`config.mk`:
```
export PLATFORM = sky130hd
export DESIGN_NAME = board_line_clear_ctrl_flat
export DESIGN_NICKNAME = d
export VERILOG_FILES = /design/src/rtl/board_line_clear_if.sv /design/src/rtl/board_line_clear_ctrl.sv /design/src/flat_wrapper.sv
export SDC_FILE = /design/constraint.sdc
export NUM_CORES = 1
export LEC_CHECK = 0
export ABC_AREA = 1
export BUFFER_PORTS_ARGS = -buffer_cell sky130_fd_sc_hd__buf_2
export CAP_MARGIN = 20
export CELL_PAD_IN_SITES_DETAIL_PLACEMENT = 1
export CELL_PAD_IN_SITES_GLOBAL_PLACEMENT = 1
export CORE_MARGIN = 10
export CORE_UTILIZATION = 48
export CTS_CLUSTER_SIZE = 10
export DETAILED_ROUTE_END_ITERATION = 16
export GPL_TIMING_DRIVEN = 1
export HOLD_SLACK_MARGIN = 0.02
export MAX_ROUTING_LAYER = met4
export PLACE_DENSITY = 0.86
export SYNTH_ARGS = -nofsm -noshare
export SYNTH_HDL_FRONTEND = slang
export SYNTH_SLANG_ARGS = --single-unit
```
`constraint.sdc`:
```
create_clock -name clk -period 4.9 [get_ports clk]
set_input_delay 0.49 -clock clk [delete_from_list [all_inputs] [get_ports clk]]
set_output_delay 0.49 -clock clk [all_outputs]
set_load 0.05 [all_outputs]
```
`src/rtl/board_line_clear_if.sv`:
```
// Bus bundle between the line-clear sequencer and its board RAM / scoring client.
// start is a one-cycle request taken only while busy=0; mem_rdata answers mem_rd_en one cycle later.
interface board_line_clear_if #(
   parameter int AW = 8,
   parameter int CW = 3
);
   logic          start;
   logic          busy;
   logic          done;
   logic [4:0]    lines_cleared;
   logic [AW-1:0] mem_addr;
   logic          mem_rd_en;
   logic [CW-1:0] mem_rdata;
   logic          mem_we;
   logic [CW-1:0] mem_wdata;

   modport master (
      input  start, mem_rdata,
      output busy, done, lines_cleared, mem_addr, mem_rd_en, mem_we, mem_wdata
   );

   modport slave (
      output start, mem_rdata,
      input  busy, done, lines_cleared, mem_addr, mem_rd_en, mem_we, mem_wdata
   );
endinterface

```
`src/rtl/board_line_clear_ctrl.sv`:
```
// Line-clear sequencer: scans rows bottom-up, drops full rows, compacts survivors
// downward and zero-fills the vacated top rows, then reports the cleared count.
module board_line_clear_ctrl #(
   parameter int COLS = 10,
   parameter int ROWS = 20,
   parameter int CW   = 3,
   parameter int AW   = 8
) (
   input  logic                  clk,
   input  logic                  reset,
   board_line_clear_if.master    bus,
   output logic [2:0]            dbg_state
);

   localparam logic [2:0] IDLE  = 3'd0;
   localparam logic [2:0] READ  = 3'd1;
   localparam logic [2:0] EVAL  = 3'd2;
   localparam logic [2:0] WRITE = 3'd3;
   localparam logic [2:0] FILL  = 3'd4;
   localparam logic [2:0] DONE  = 3'd5;

   logic [2:0]    state_q, state_d;
   logic [4:0]    src_q, src_d;
   logic [4:0]    dst_q, dst_d;
   logic          dst_valid_q, dst_valid_d;
   logic [3:0]    col_q, col_d;
   logic [4:0]    lines_q, lines_d;
   logic          rd_pend_q;
   logic [CW-1:0] rowbuf_q [COLS];
   logic [CW-1:0] rowbuf_d [COLS];

   logic          rd_en, we, full, adv;
   logic [4:0]    row_sel;
   logic [CW-1:0] wdata;

   always_comb begin
      state_d     = state_q;
      src_d       = src_q;
      dst_d       = dst_q;
      dst_valid_d = dst_valid_q;
      col_d       = col_q;
      lines_d     = lines_q;
      rowbuf_d    = rowbuf_q;
      rd_en       = 1'b0;
      we          = 1'b0;
      row_sel     = dst_q;
      wdata       = '0;
      adv         = 1'b0;

      // Read data lands one cycle behind its strobe, after col has advanced.
      if (rd_pend_q) rowbuf_d[col_q - 4'd1] = bus.mem_rdata;
      full = 1'b1;
      for (int i = 0; i < COLS; i++) begin
         if (rowbuf_d[i] == '0) full = 1'b0;
      end

      case (state_q)
         IDLE: begin
            if (bus.start) begin
               lines_d     = '0;
               src_d       = 5'(ROWS - 1);
               dst_d       = 5'(ROWS - 1);
               dst_valid_d = 1'b1;
               col_d       = '0;
               state_d     = READ;
            end
         end
         READ: begin
            rd_en   = 1'b1;
            row_sel = src_q;
            col_d   = col_q + 4'd1;
            if (col_q == 4'(COLS - 1)) state_d = EVAL;
         end
         EVAL: begin
            if (full) begin
               if (lines_q != 5'(ROWS)) lines_d = lines_q + 5'd1;
               adv = 1'b1;
            end else if (src_q != dst_q) begin
               col_d   = '0;
               state_d = WRITE;
            end else begin
               dst_d       = dst_q - 5'd1;
               dst_valid_d = (dst_q != 5'd0);
               adv         = 1'b1;
            end
         end
         WRITE: begin
            we    = 1'b1;
            wdata = rowbuf_q[col_q];
            col_d = col_q + 4'd1;
            if (col_q == 4'(COLS - 1)) begin
               dst_d       = dst_q - 5'd1;
               dst_valid_d = (dst_q != 5'd0);
               adv         = 1'b1;
            end
         end
         FILL: begin
            we    = 1'b1;
            col_d = col_q + 4'd1;
            if (col_q == 4'(COLS - 1)) begin
               col_d = '0;
               if (dst_q == 5'd0) state_d = DONE;
               else dst_d = dst_q - 5'd1;
            end
         end
         DONE: state_d = IDLE;
         default: state_d = IDLE;
      endcase

      // A finished row either moves on to the next source row or ends the scan.
      if (adv) begin
         col_d = '0;
         if (src_q == 5'd0) begin
            state_d = dst_valid_d ? FILL : DONE;
         end else begin
            src_d   = src_q - 5'd1;
            state_d = READ;
         end
      end
   end

   always_ff @(posedge clk or negedge reset) begin
      if (!reset) begin
         state_q     <= IDLE;
         src_q       <= 5'(ROWS - 1);
         dst_q       <= 5'(ROWS - 1);
         dst_valid_q <= 1'b1;
         col_q       <= '0;
         lines_q     <= '0;
         rd_pend_q   <= 1'b0;
         for (int i = 0; i < COLS; i++) rowbuf_q[i] <= '0;
      end else begin
         state_q     <= state_d;
         src_q       <= src_d;
         dst_q       <= dst_d;
         dst_valid_q <= dst_valid_d;
         col_q       <= col_d;
         lines_q     <= lines_d;
         rd_pend_q   <= rd_en;
         rowbuf_q    <= rowbuf_d;
      end
   end

   assign bus.busy          = (state_q != IDLE);
   assign bus.done          = (state_q == DONE);
   assign bus.lines_cleared = lines_q;
   assign bus.mem_rd_en     = rd_en;
   assign bus.mem_we        = we;
   assign bus.mem_wdata     = wdata;
   assign bus.mem_addr      = (rd_en || we) ? (AW'(row_sel) * AW'(COLS) + AW'(col_q)) : '0;
   assign dbg_state         = state_q;

endmodule

```
`src/flat_wrapper.sv`:
```
// flat-port wrapper written by rule: the top's interface ports become plain ports
module board_line_clear_ctrl_flat 
#(
   parameter int COLS = 10,
   parameter int ROWS = 20,
   parameter int CW   = 3,
   parameter int AW   = 8
)
  (clk, reset, dbg_state, bus_start, bus_mem_rdata, bus_busy, bus_done, bus_lines_cleared, bus_mem_addr, bus_mem_rd_en, bus_mem_we, bus_mem_wdata);
  board_line_clear_if #(.AW(AW), .CW(CW)) bus_i ();
  input  logic clk;
  input  logic reset;
  output logic [2:0] dbg_state;
  input wire logic [$bits(bus_i.start)-1:0] bus_start;
  input wire logic [$bits(bus_i.mem_rdata)-1:0] bus_mem_rdata;
  output wire logic [$bits(bus_i.busy)-1:0] bus_busy;
  output wire logic [$bits(bus_i.done)-1:0] bus_done;
  output wire logic [$bits(bus_i.lines_cleared)-1:0] bus_lines_cleared;
  output wire logic [$bits(bus_i.mem_addr)-1:0] bus_mem_addr;
  output wire logic [$bits(bus_i.mem_rd_en)-1:0] bus_mem_rd_en;
  output wire logic [$bits(bus_i.mem_we)-1:0] bus_mem_we;
  output wire logic [$bits(bus_i.mem_wdata)-1:0] bus_mem_wdata;
  assign bus_i.start = bus_start;
  assign bus_i.mem_rdata = bus_mem_rdata;
  assign bus_busy = bus_i.busy;
  assign bus_done = bus_i.done;
  assign bus_lines_cleared = bus_i.lines_cleared;
  assign bus_mem_addr = bus_i.mem_addr;
  assign bus_mem_rd_en = bus_i.mem_rd_en;
  assign bus_mem_we = bus_i.mem_we;
  assign bus_mem_wdata = bus_i.mem_wdata;
  board_line_clear_ctrl #(.COLS(COLS), .ROWS(ROWS), .CW(CW), .AW(AW)) u_core (.clk(clk), .reset(reset), .bus(bus_i), .dbg_state(dbg_state));
endmodule
```
* Yosys cells after proc, flatten, opt, wreduce, memory -nomap -nowiden
Index checks and enable logic that the tools add are counted.
** Operators by class
- Add/subtract/negate cells :: 6
- $mul :: 1
- Magnitude comparators :: 3
- Equal/unequal tests :: 23
- Mux-type cells :: 62
- Bitwise logic cells :: 2
- Reduce and logical (&&, ||, !) cells :: 26
** Operators by type and width (number)
- $mux W5 :: 14
- $mux W3 :: 12
- $logic_not A3 Y1 :: 11
- $bwmux W30 :: 1
- $mux W30 :: 1
- $mux W1 :: 20
- $mux W4 :: 5
- $pmux W5 S4 :: 1
- $pmux W4 S4 :: 1
- $pmux W3 S5 :: 1
- $reduce_and A7 Y1 :: 2
- $bmux W3 S4 :: 1
- $demux W3 S4 :: 1
- $ne A3 B1 Y1 const B :: 4
- $ge A5 B5 Y1 const B :: 2
- $logic_not A5 Y1 :: 2
- $ne A2 B1 Y1 const B :: 5
- $not A4 Y5 :: 2
- $pmux W5 S2 :: 1
- $reduce_bool A5 Y1 :: 2
- $sub A5 B1 Y5 const B :: 2
- $add A8 B4 Y8 :: 1
- $mux W8 :: 1
- $ne A2 B2 Y1 const B :: 4
- other kinds (22) :: 26
** Storage, ports and cells
- Register bits after elaboration :: 54

* Longest topological paths before layout
Gate-level depths: netlist (run 1).
- Depth after elaboration :: 24
- Gate-level depth with buffers :: 21

* Worst setup path after synthesis (run 1)
No wires, ideal clock.
- Kind :: register to output
- From :: register u_core.state_q[0] (netlist: u_core.dbg_state[0])
- To :: output port bus_mem_addr[7]
- Arrival time :: 4168 ps
- Path slack :: 242 ps
- Stages on the path, launching flop included :: 16
- Buffers on the path :: 0
- Cell sequence :: dfrtp_1 > inv_1 > nor2_1 > inv_1 > nor2_2 > inv_1 > o21ai_0 > ha_1 > ha_1 > fa_1 > inv_1 > nor2_1 > inv_1 > nor2_1 > o21ai_0 > a21oi_1
** RTL lines
- start: declaration :: RTL line board_line_clear_ctrl.sv:22 : logic [2:0] state_q, state_d;
- start signal: assignment :: RTL line board_line_clear_ctrl.sv:133 : state_q <= state_d;
- $eq A3 B1 Y1 :: RTL line board_line_clear_ctrl.sv:57 : case (state_q)
- $mux W1 :: RTL line board_line_clear_ctrl.sv:57
- net bus_mem_rd_en :: RTL line flat_wrapper.sv:20 : output wire logic [$bits(bus_i.mem_rd_en)-1:0] bus_mem_rd_en;
- $logic_or A1 B1 Y1 :: RTL line board_line_clear_ctrl.sv:150 : assign bus.mem_addr = (rd_en || we) ? (AW'(row_sel) * AW'(COLS) + AW'(col_q)) : '0;
- $mux W8 :: RTL line board_line_clear_ctrl.sv:150
- end: declaration :: RTL line flat_wrapper.sv:19 : output wire logic [$bits(bus_i.mem_addr)-1:0] bus_mem_addr;
The timed path passes the listed nets, and every way through them passes these cells.

* Final worst setup path (run 1)
- From :: register u_core.state_q[0] (netlist: u_core.dbg_state[0])
- To :: output port bus_mem_addr[7]
** On the way
- Longest elaborated chain between the ends :: 5
** RTL lines (RTL line)
- $eq A3 B1 Y1 (tied with other cells) :: board_line_clear_ctrl.sv:57
- $mux W5 or $reduce_or A2 Y1 (tied branches)
- $mul A5 B3 Y7 or $mux W1 (tied branches) :: board_line_clear_ctrl.sv:150, board_line_clear_ctrl.sv:57
- $add A8 B4 Y8 or $logic_or A1 B1 Y1 (tied branches) :: board_line_clear_ctrl.sv:150
- $mux W8 (*) :: board_line_clear_ctrl.sv:150
Every way passes the cells marked *; elsewhere a longest branch is shown, timed or not.

==> results.txt, run 1 <==
----------------------------------------------------
[Clock tree]
  Total number of H-tree levels ... 2
  CTS max path bufs ... 2
  CTS tree ... yes
  Quantity of hold-fixing buffers added after cts ... 0
  Clock slew seen by the registers of the worst setup and hold paths ... 0.11 ns
  Source-to-sink clock delay at the later pin of the worst-skew pair ... 0.31 ns
  Setup Fix Bufs, Post-CTS ... 0
  Total clock sinks ... 54
  Library cell used as clock root buffer ... clkbuf_8
  Number of buffers created by CTS ... 5
  Post-cts sizing count ... 0

[Pwr]
  Leakage power ... 2.40 nW
  Worst-case vdd ir drop ... 223 µV
  Power density cells ... 704 mW/mm²

[Drt]
  Detail-routed via count per cell ... 5.38
  First-pass DRT Iterations ... 4
  Count of vias placed by the detailed router ... 3672
  Total Wirelength ... 11100 µm
  Post-detailed-route DRC marker count ... 0
  Antenna viol nets, final ... 0
  First DRT Iteration DRCs ... 164
  Average routed wire per standard cell ... 16.3 µm

[Placed design]
  Setup slack at placement ... 0.978 ns
  Sum of net half-perimeters after detailed placement ... 8500 µm
  Final GP Congestion ... 0.857
  Count of buffers inserted at the top-level ports ... 28

[STA]
  Post-route fraction of the period consumed by the critical path ... 0.879
  Setup repair after global routing missed its margin ... no
  Max-slew violation total from the final report ... 0
  Total negative setup slack ... 0 ns
  Max Fclk ... 232 MHz
  Final setup margin ... 0.591 ns
  Worst-case hold slack ... 0.296 ns
  Transition time at the pin with the least slew margin ... 0.789 ns
  Minimum period implied by the final worst setup slack ... 4.31 ns
  Slew Limit Headroom ... 0.472
  Clock skew after layout ... 0.0146 ns
  Number of setup violations in the final report ... 0
  Final hold violation count ... 0

[Outcome]
  Outcome ... finished, final reports clean

[Setup path]
  Critical path's most frequent cell ... inv_1
  Kind of capture point of the worst setup path ... primary output
  Category of the worst setup path launch point ... flop
  CP Data Required Time ... 4.41 ns
  Worst-path maximum fanout ... 10
  Type of the setup path with the least slack ... reg2out
  Arrival time reported for the critical path endpoint ... 3.82 ns
  Worst-path cell chain ... inv_1, nor2_1, inv_1, nor2_2, inv_1, o21ai_0, ha_1, ha_1, fa_1, inv_1, nor2_1, inv_1, nor2_1, o21ai_0, a21oi_1, buf_2
  Stage delay of the slowest cell on the critical path ... 0.50 ns
  Crit path buffers/inverters ... 6
  Cell with the largest stage delay on the worst path ... fa_1
  Dominant delay contributor by cell family on the critical path ... adder cells

[Synth]
  Share of synthesized area occupied by flip-flops and latches ... 0.352
  Predominant post-synthesis flop cell ... dfrtp_1
  Number of warnings printed during yosys synthesis ... 0
  Avg Cell Area, Syn ... 7.01 µm²
  Number of enable flip-flop cells after synthesis ... 0
  Leading cell types by total area after synthesis ... dfrtp_1 30%, nand2_1 12%, inv_1 11%
  Synth Net Count ... 578
  Async SR Flop Fraction ... 1.00
  Yosys reg bits ... 54
  Share of the synthesized area in the top cell type ... 0.304
  Netlist area before placement ... 0.00387 mm²
  Library cell occupying the most area in the post-synthesis netlist ... dfrtp_1
  Cell count after synthesis ... 552
  Count of cell types in the netlist ... 35

[Global routing]
  Aggregate global routing overflow ... 0
  Antenna violations before repair ... 0
  Global-route wire length before repair ... 19000 µm
  Maximum number of pins on one net before global-route repair ... 55
  Overall global routing resource usage ... 0.202
  Via count of the first global-routing pass ... 3908

[Die]
  Effective utilization at floorplan ... 0.498
  Num ports ... 29
  Die outline area ... 0.0120 mm²
  Row cnt ... 32
  Area of the core region ... 0.00777 mm²
  Die W ... 110 µm
  Vertical extent of the die ... 110 µm

[Layout]
  Area growth syn-to-layout ... 8.35%
  Layout cell share with drive strength beyond 1 ... 0.121
  Filler Cell Count ... 1062
  Net count of the finished layout ... 605
  Diodes inserted ... 0

[Job]
  Number of max-cap violations ... 0

[Worst hold path]
  Worst min-delay path category ... in2async

----------------------------------------------------
worst reg2reg max path, cell delays in order (launching register included):
cell	delay [ns]
dfrtp_1	0.84
inv_2	0.32
ha_1	0.34
inv_1	0.07
nand2_1	0.06
nand2_2	0.26
inv_2	0.19
nor2_2	0.26
nand3_1	0.11
nand2_1	0.11
nand3_1	0.14
nand2_1	0.15
inv_2	0.07
nand4_4	0.12
nand3_2	0.21
o21bai_1	0.26
nand2_1	0.07
placed cells by master, fill, tap and decap left out, types with 2 or more instances in the layout:
cell type    n
dfrtp_1     47
clkinv_1     2
o21ai_1     10
a21oi_1     29
nand3_1     58
inv_1      110
xnor2_1      4
nor2_1      34
nor4_1       2
nand4_1     16
nand3_2      4
nand2_2      4
fa_1         2
inv_2        6
nor2_4       3
o21ai_0     41
clkbuf_8     5
ha_1        18
buf_2       28
nand2_4      3
xor2_1       8
nor3_1       3
nor2_2       4
nand2_1    119
dfstp_2      7
sequential cells by signal (all words and copies together), names as in the netlist:
signal,count
u_core.col_q,4
u_core.src_q,5
u_core.bus.lines_cleared,5
u_core.dst_valid_q,1
u_core.rd_pend_q,1
u_core.dbg_state,3
u_core.dst_q,5
u_core.rowbuf_q,30
worst paths after layout:
| check | startpoint | end | slack, ns | depth (start not counted) |
|---|---|---|---|---|
| min in group clk | bus_mem_rdata[0] | u_core.rowbuf_q[21] | 0.47 | 3 |
| worst min register to register | u_core.dst_q[4] | u_core.dst_q[4] | 0.52 | 2 |
| worst max register to register | u_core.col_q[0] | u_core.dst_q[4] | 1.29 | 16 |
| worst min-delay path | reset | u_core.rowbuf_q[15] | 0.30 | 2 |
| worst max-delay path | u_core.dbg_state[0] | bus_mem_addr[7] | 0.59 | 16 |
| max in group asynchronous | reset | u_core.rowbuf_q[13] | 4.13 | 2 |
cell type report:
class / instances / area (µm²) / area share
clock inverters: 3 / 43.8 / 0.0105
well taps: 102 / 128 / 0.0305
clock buffers: 5 / 68.8 / 0.0164
flip-flops and latches: 54 / 1360 / 0.325
repair buffers: 29 / 148 / 0.0352
inverters: 118 / 443 / 0.106
multi-input cells: 371 / 2000 / 0.477
synth_stat cells, types with 2 or more instances:
| library cell | count |
|---|---|
| buf_6 | 4 |
| nand3_2 | 4 |
| nand4_1 | 16 |
| nand2_4 | 3 |
| o21ai_1 | 10 |
| clkbuf_1 | 4 |
| nand2_2 | 4 |
| nor4_1 | 2 |
| ha_1 | 18 |
| nand2_1 | 119 |
| nor2_4 | 3 |
| nor2_2 | 4 |
| o21ai_0 | 41 |
| fa_1 | 2 |
| dfrtp_1 | 47 |
| nor2_1 | 34 |
| xor2_1 | 8 |
| nor3_1 | 3 |
| dfstp_2 | 7 |
| xnor2_1 | 4 |
| nand3_1 | 58 |
| inv_1 | 110 |
| clkinv_1 | 2 |
| inv_2 | 6 |
| a21oi_1 | 29 |
power by group:
group          internal (mW)  switching, mW  total (mW)
Combinational          0.499           1.38        1.88
Sequential             0.622          0.137       0.759
Clock                  0.154          0.161       0.315
Total                   1.28           1.68        2.95
per-stage QoR:
stage | area (µm²) | total power, mW | std cells | utilization
2_1_floorplan | 3870 | 2.18 | 552 | -
3_3_place_gp | 4080 | 2.54 | 674 | 0.525
3_5_place_dp | 4080 | 2.62 | 674 | 0.525
4_1_cts | 4190 | 2.96 | 682 | 0.539
5_1_grt | 4190 | 3.22 | 682 | 0.539
6_report | 4190 | 2.95 | 682 | 0.539
logic make-up after synthesis:
logic type                 Yosys count  share of synthesized area
adders and majority gates           20                     0.0686
and+or+nand+nor                    253                      0.306
xor gates and xnor gates            12                     0.0272
DFF                                 54                      0.352
buffers and inverters              127                      0.131
AOI/OAI and AO/OA                   86                      0.115
per-layer routing:
layer,track usage,share of wire,vias to the layer above
met4,0.0390,0.0081,0
met2,0.342,0.50,58
li1,-,-,1807
met3,0.0252,0.030,9
met1,0.253,0.46,1798
met5,-,0,-
No activity file was read; power rests on OpenSTA's default activity.
==> run 2, diff against run 1 <==
--- a/config.mk
+++ b/config.mk
@@ -11,13 +11,13 @@
 export CELL_PAD_IN_SITES_DETAIL_PLACEMENT = 1
 export CELL_PAD_IN_SITES_GLOBAL_PLACEMENT = 1
 export CORE_MARGIN = 10
-export CORE_UTILIZATION = 48
+export CORE_UTILIZATION = 44
 export CTS_CLUSTER_SIZE = 10
 export DETAILED_ROUTE_END_ITERATION = 16
 export GPL_TIMING_DRIVEN = 1
 export HOLD_SLACK_MARGIN = 0.02
 export MAX_ROUTING_LAYER = met4
-export PLACE_DENSITY = 0.86
+export PLACE_DENSITY = 0.8
 export SYNTH_ARGS = -nofsm -noshare
 export SYNTH_HDL_FRONTEND = slang
 export SYNTH_SLANG_ARGS = --single-unit
==> constraint.sdc (replaced) <==
create_clock -name clk -period 4.4 [get_ports clk]
set_input_delay 0.44 -clock clk [delete_from_list [all_inputs] [get_ports clk]]
set_output_delay 0.44 -clock clk [all_outputs]
set_load 0.05 [all_outputs]
==> run 2 against run 1 <==
  * Clock skew is 0.0052 ns lower
  * Largest cell class unchanged
  * Combinational power increased by 11%
  * Via count shrank 0.60%
  * Final area grew 0.30%
  * Hold slack lost 0.050 ns
  * Global-route usage fell by 1.9 points
  * Total power up 9.5%
==> results.txt, run 2 (same netlist as run 1, synthesis figures left out) <==
----------------------------------------------------
[Outcome]
  Outcome ... finished, final reports clean (unchanged)

[Setup path]
  Type of the setup path with the least slack ... reg2out (unchanged)
  CP Data Required Time ... 3.96 ns (was 4.41 ns)
  Reg2reg start ... u_core.col_q[0] (unchanged)
  Setup slack of the worst register-to-register path ... 0.85 ns (was 1.29 ns)
  Cell with the largest stage delay on the worst path ... fa_1 (unchanged)
  Depth of the worst register-to-register path ... 17 (was 16)
  Dominant delay contributor by cell family on the critical path ... adder cells (unchanged)
  Stage delay of the slowest cell on the critical path ... 0.58 ns (was 0.50 ns)
  Arrival time reported for the critical path endpoint ... 3.56 ns (was 3.82 ns)
  Critical path's most frequent cell ... inv_1 (unchanged)
  Start point of the critical path ... u_core.dbg_state[0] (unchanged)
  Worst-path maximum fanout ... 10 (unchanged)
  End of the worst register-to-register path ... u_core.col_q[0] (was u_core.dst_q[4])
  Category of the worst setup path launch point ... flop (unchanged)
  Critical Path End ... bus_mem_addr[7] (unchanged)
  Crit path buffers/inverters ... 6 (unchanged)
  Number of cells on the critical path ... 15 (was 16)
  Worst-path cell chain ... inv_1, nor2_1, inv_1, nor2_4, inv_1, o21ai_0, ha_1, fa_1, inv_1, nor2_1, inv_1, nor2_1, o21ai_0, a21oi_2, buf_2 (was inv_1, nor2_1, inv_1, nor2_2, inv_1, o21ai_0, ha_1, ha_1, fa_1, inv_1, nor2_1, inv_1, nor2_1, o21ai_0, a21oi_1, buf_2)
  Kind of capture point of the worst setup path ... primary output (unchanged)

[STA]
  Minimum period implied by the final worst setup slack ... 4.00 ns
  Max-slew violation total from the final report ... 0 (unchanged)
  Setup repair after global routing missed its margin ... no (unchanged)
  Transition time at the pin with the least slew margin ... 0.765 ns (was 0.789 ns)
  Max Fclk ... 250 MHz
  Worst-case hold slack ... 0.246 ns (was 0.296 ns)
  Total negative setup slack ... 0 ns (unchanged)
  Post-route fraction of the period consumed by the critical path ... 0.909
  Number of setup violations in the final report ... 0 (unchanged)
  Clock skew after layout ... 0.00945 ns (was 0.0146 ns)
  Final hold violation count ... 0 (unchanged)
  Slew Limit Headroom ... 0.490 (was 0.472)

[Drt]
  Count of vias placed by the detailed router ... 3650 (was 3672)
  Detail-routed via count per cell ... 5.30 (was 5.38)
  Post-detailed-route DRC marker count ... 0 (unchanged)
  First DRT Iteration DRCs ... 86 (was 164)
  Average routed wire per standard cell ... 16.3 µm (about the same)
  Total Wirelength ... 11200 µm (was 11100 µm)
  Antenna viol nets, final ... 0 (unchanged)
  First-pass DRT Iterations ... 4 (unchanged)

[Clock tree]
  CTS max path bufs ... 2 (unchanged)
  Source-to-sink clock delay at the later pin of the worst-skew pair ... 0.32 ns (was 0.31 ns)
  Total number of H-tree levels ... 2 (unchanged)
  Total clock sinks ... 54 (unchanged)
  Clock slew seen by the registers of the worst setup and hold paths ... 0.10 ns (was 0.11 ns)
  Library cell used as clock root buffer ... clkbuf_8 (unchanged)
  Setup Fix Bufs, Post-CTS ... 0 (unchanged)
  Number of buffers created by CTS ... 5 (unchanged)
  CTS tree ... yes (unchanged)

[Pwr]
  Power density cells ... 769 mW/mm² (was 704 mW/mm²)
  Total chip power ... 3.23 mW (was 2.95 mW)
  Worst-case vdd ir drop ... 434 µV (was 223 µV)
  Leakage power ... 2.39 nW (was 2.40 nW)

[Layout]
  Largest register FFs ... 30 (unchanged)
  Filler Cell Count ... 1164 (was 1062)
  Register with the most flip-flops ... u_core.rowbuf_q (unchanged)
  Layout cell share with drive strength beyond 1 ... 0.126 (was 0.121)
  Most common cell after layout, fill and taps aside ... nand2_1 (unchanged)
  Commonest non-fill, non-tap cells in the layout ... 119 x nand2_1, 110 x inv_1, 58 x nand3_1 (unchanged)
  Diodes inserted ... 0 (unchanged)
  Area growth syn-to-layout ... 8.67% (was 8.35%)
  Net count of the finished layout ... 606 (was 605)

[Job]
  Number of max-cap violations ... 0 (unchanged)

[Global routing]
  Overall global routing resource usage ... 0.182 (was 0.202)
  Via count of the first global-routing pass ... 3867 (was 3908)
  Aggregate global routing overflow ... 0 (unchanged)
  Global-route wire length before repair ... 18900 µm (was 19000 µm)
  Maximum number of pins on one net before global-route repair ... 55 (unchanged)
  Antenna violations before repair ... 0 (unchanged)

[Die]
  Effective utilization at floorplan ... 0.448 (was 0.498)
  Row cnt ... 34 (was 32)
  Die outline area ... 0.0129 mm² (was 0.0120 mm²)
  Vertical extent of the die ... 114 µm (was 110 µm)
  Num ports ... 29 (unchanged)
  Area of the core region ... 0.00864 mm² (was 0.00777 mm²)
  Die W ... 114 µm (was 110 µm)

[Placed design]
  Final GP Congestion ... 0.904 (was 0.857)
  Sum of net half-perimeters after detailed placement ... 8620 µm (was 8500 µm)
  Count of buffers inserted at the top-level ports ... 28 (unchanged)

[Worst hold path]
  Worst min-delay path category ... in2async (unchanged)

----------------------------------------------------
run 2: stage by stage:
| step | area (µm²) | utilization | setup WS (ns) | std cells |
|---|---|---|---|---|
| finish | 4200 | 0.487 | 0.399 | 689 |
| global route | 4200 | 0.487 | 0.000212 | 689 |
| CTS | 4190 | 0.486 | 0.0711 | 689 |
| detailed placement | 4100 | 0.475 | 0.501 | 681 |
| global placement | 4100 | 0.475 | 0.709 | 681 |
| floorplan | 3880 | - | 0.0352 | 552 |
run 2: timing repair:
action	4_1_cts	5_1_grt
setup endpoints to repair	0	2
hold buffers	0	0
endpoints found under the hold margin	0	0
resized for setup	0	3
run 2: worst min-delay path by stage:
| stage | start | end | slack [ns] | cells after the start |
|---|---|---|---|---|
| after CTS | reset | u_core.rowbuf_q[21] | 0.27 | 2 |
| after detailed placement | u_core.dst_q[0] | u_core.dst_q[0] | 0.53 | 2 |
| after global placement | u_core.dst_q[0] | u_core.dst_q[0] | 0.51 | 2 |
| final | reset | u_core.rowbuf_q[21] | 0.25 | 2 |
| after floorplan | reset | u_core.bus.lines_cleared[0] | 0.14 | 0 |
| after global routing | reset | u_core.rowbuf_q[18] | 0.30 | 2 |
run 2: area by class of cell:
| cell class | instances | area (µm²) | area share |
|---|---|---|---|
| repair buffers | 30 | 155 | 0.0369 |
| multi-input cells | 371 | 2020 | 0.481 |
| flip-flops and latches | 54 | 1360 | 0.324 |
| well taps | 108 | 135 | 0.0322 |
| inverters | 118 | 443 | 0.105 |
| clock buffers | 8 | 90.1 | 0.0214 |
run 2: per-layer routing:
metal  vias to the layer above  wire length (µm)  track usage
li1                       1805                 -            -
met1                      1783              4720        0.197
met2                        44              5940        0.332
met3                        18               258       0.0231
met4                         0               276       0.0668
met5                         -                 0            -
run 2: power breakdown:
part	total (mW)	internal, mW	switching [mW]	leakage, nW
combinational	2.08	0.565	1.52	1.67
clock	0.301	0.129	0.172	0.0455
sequential	0.848	0.693	0.155	0.680
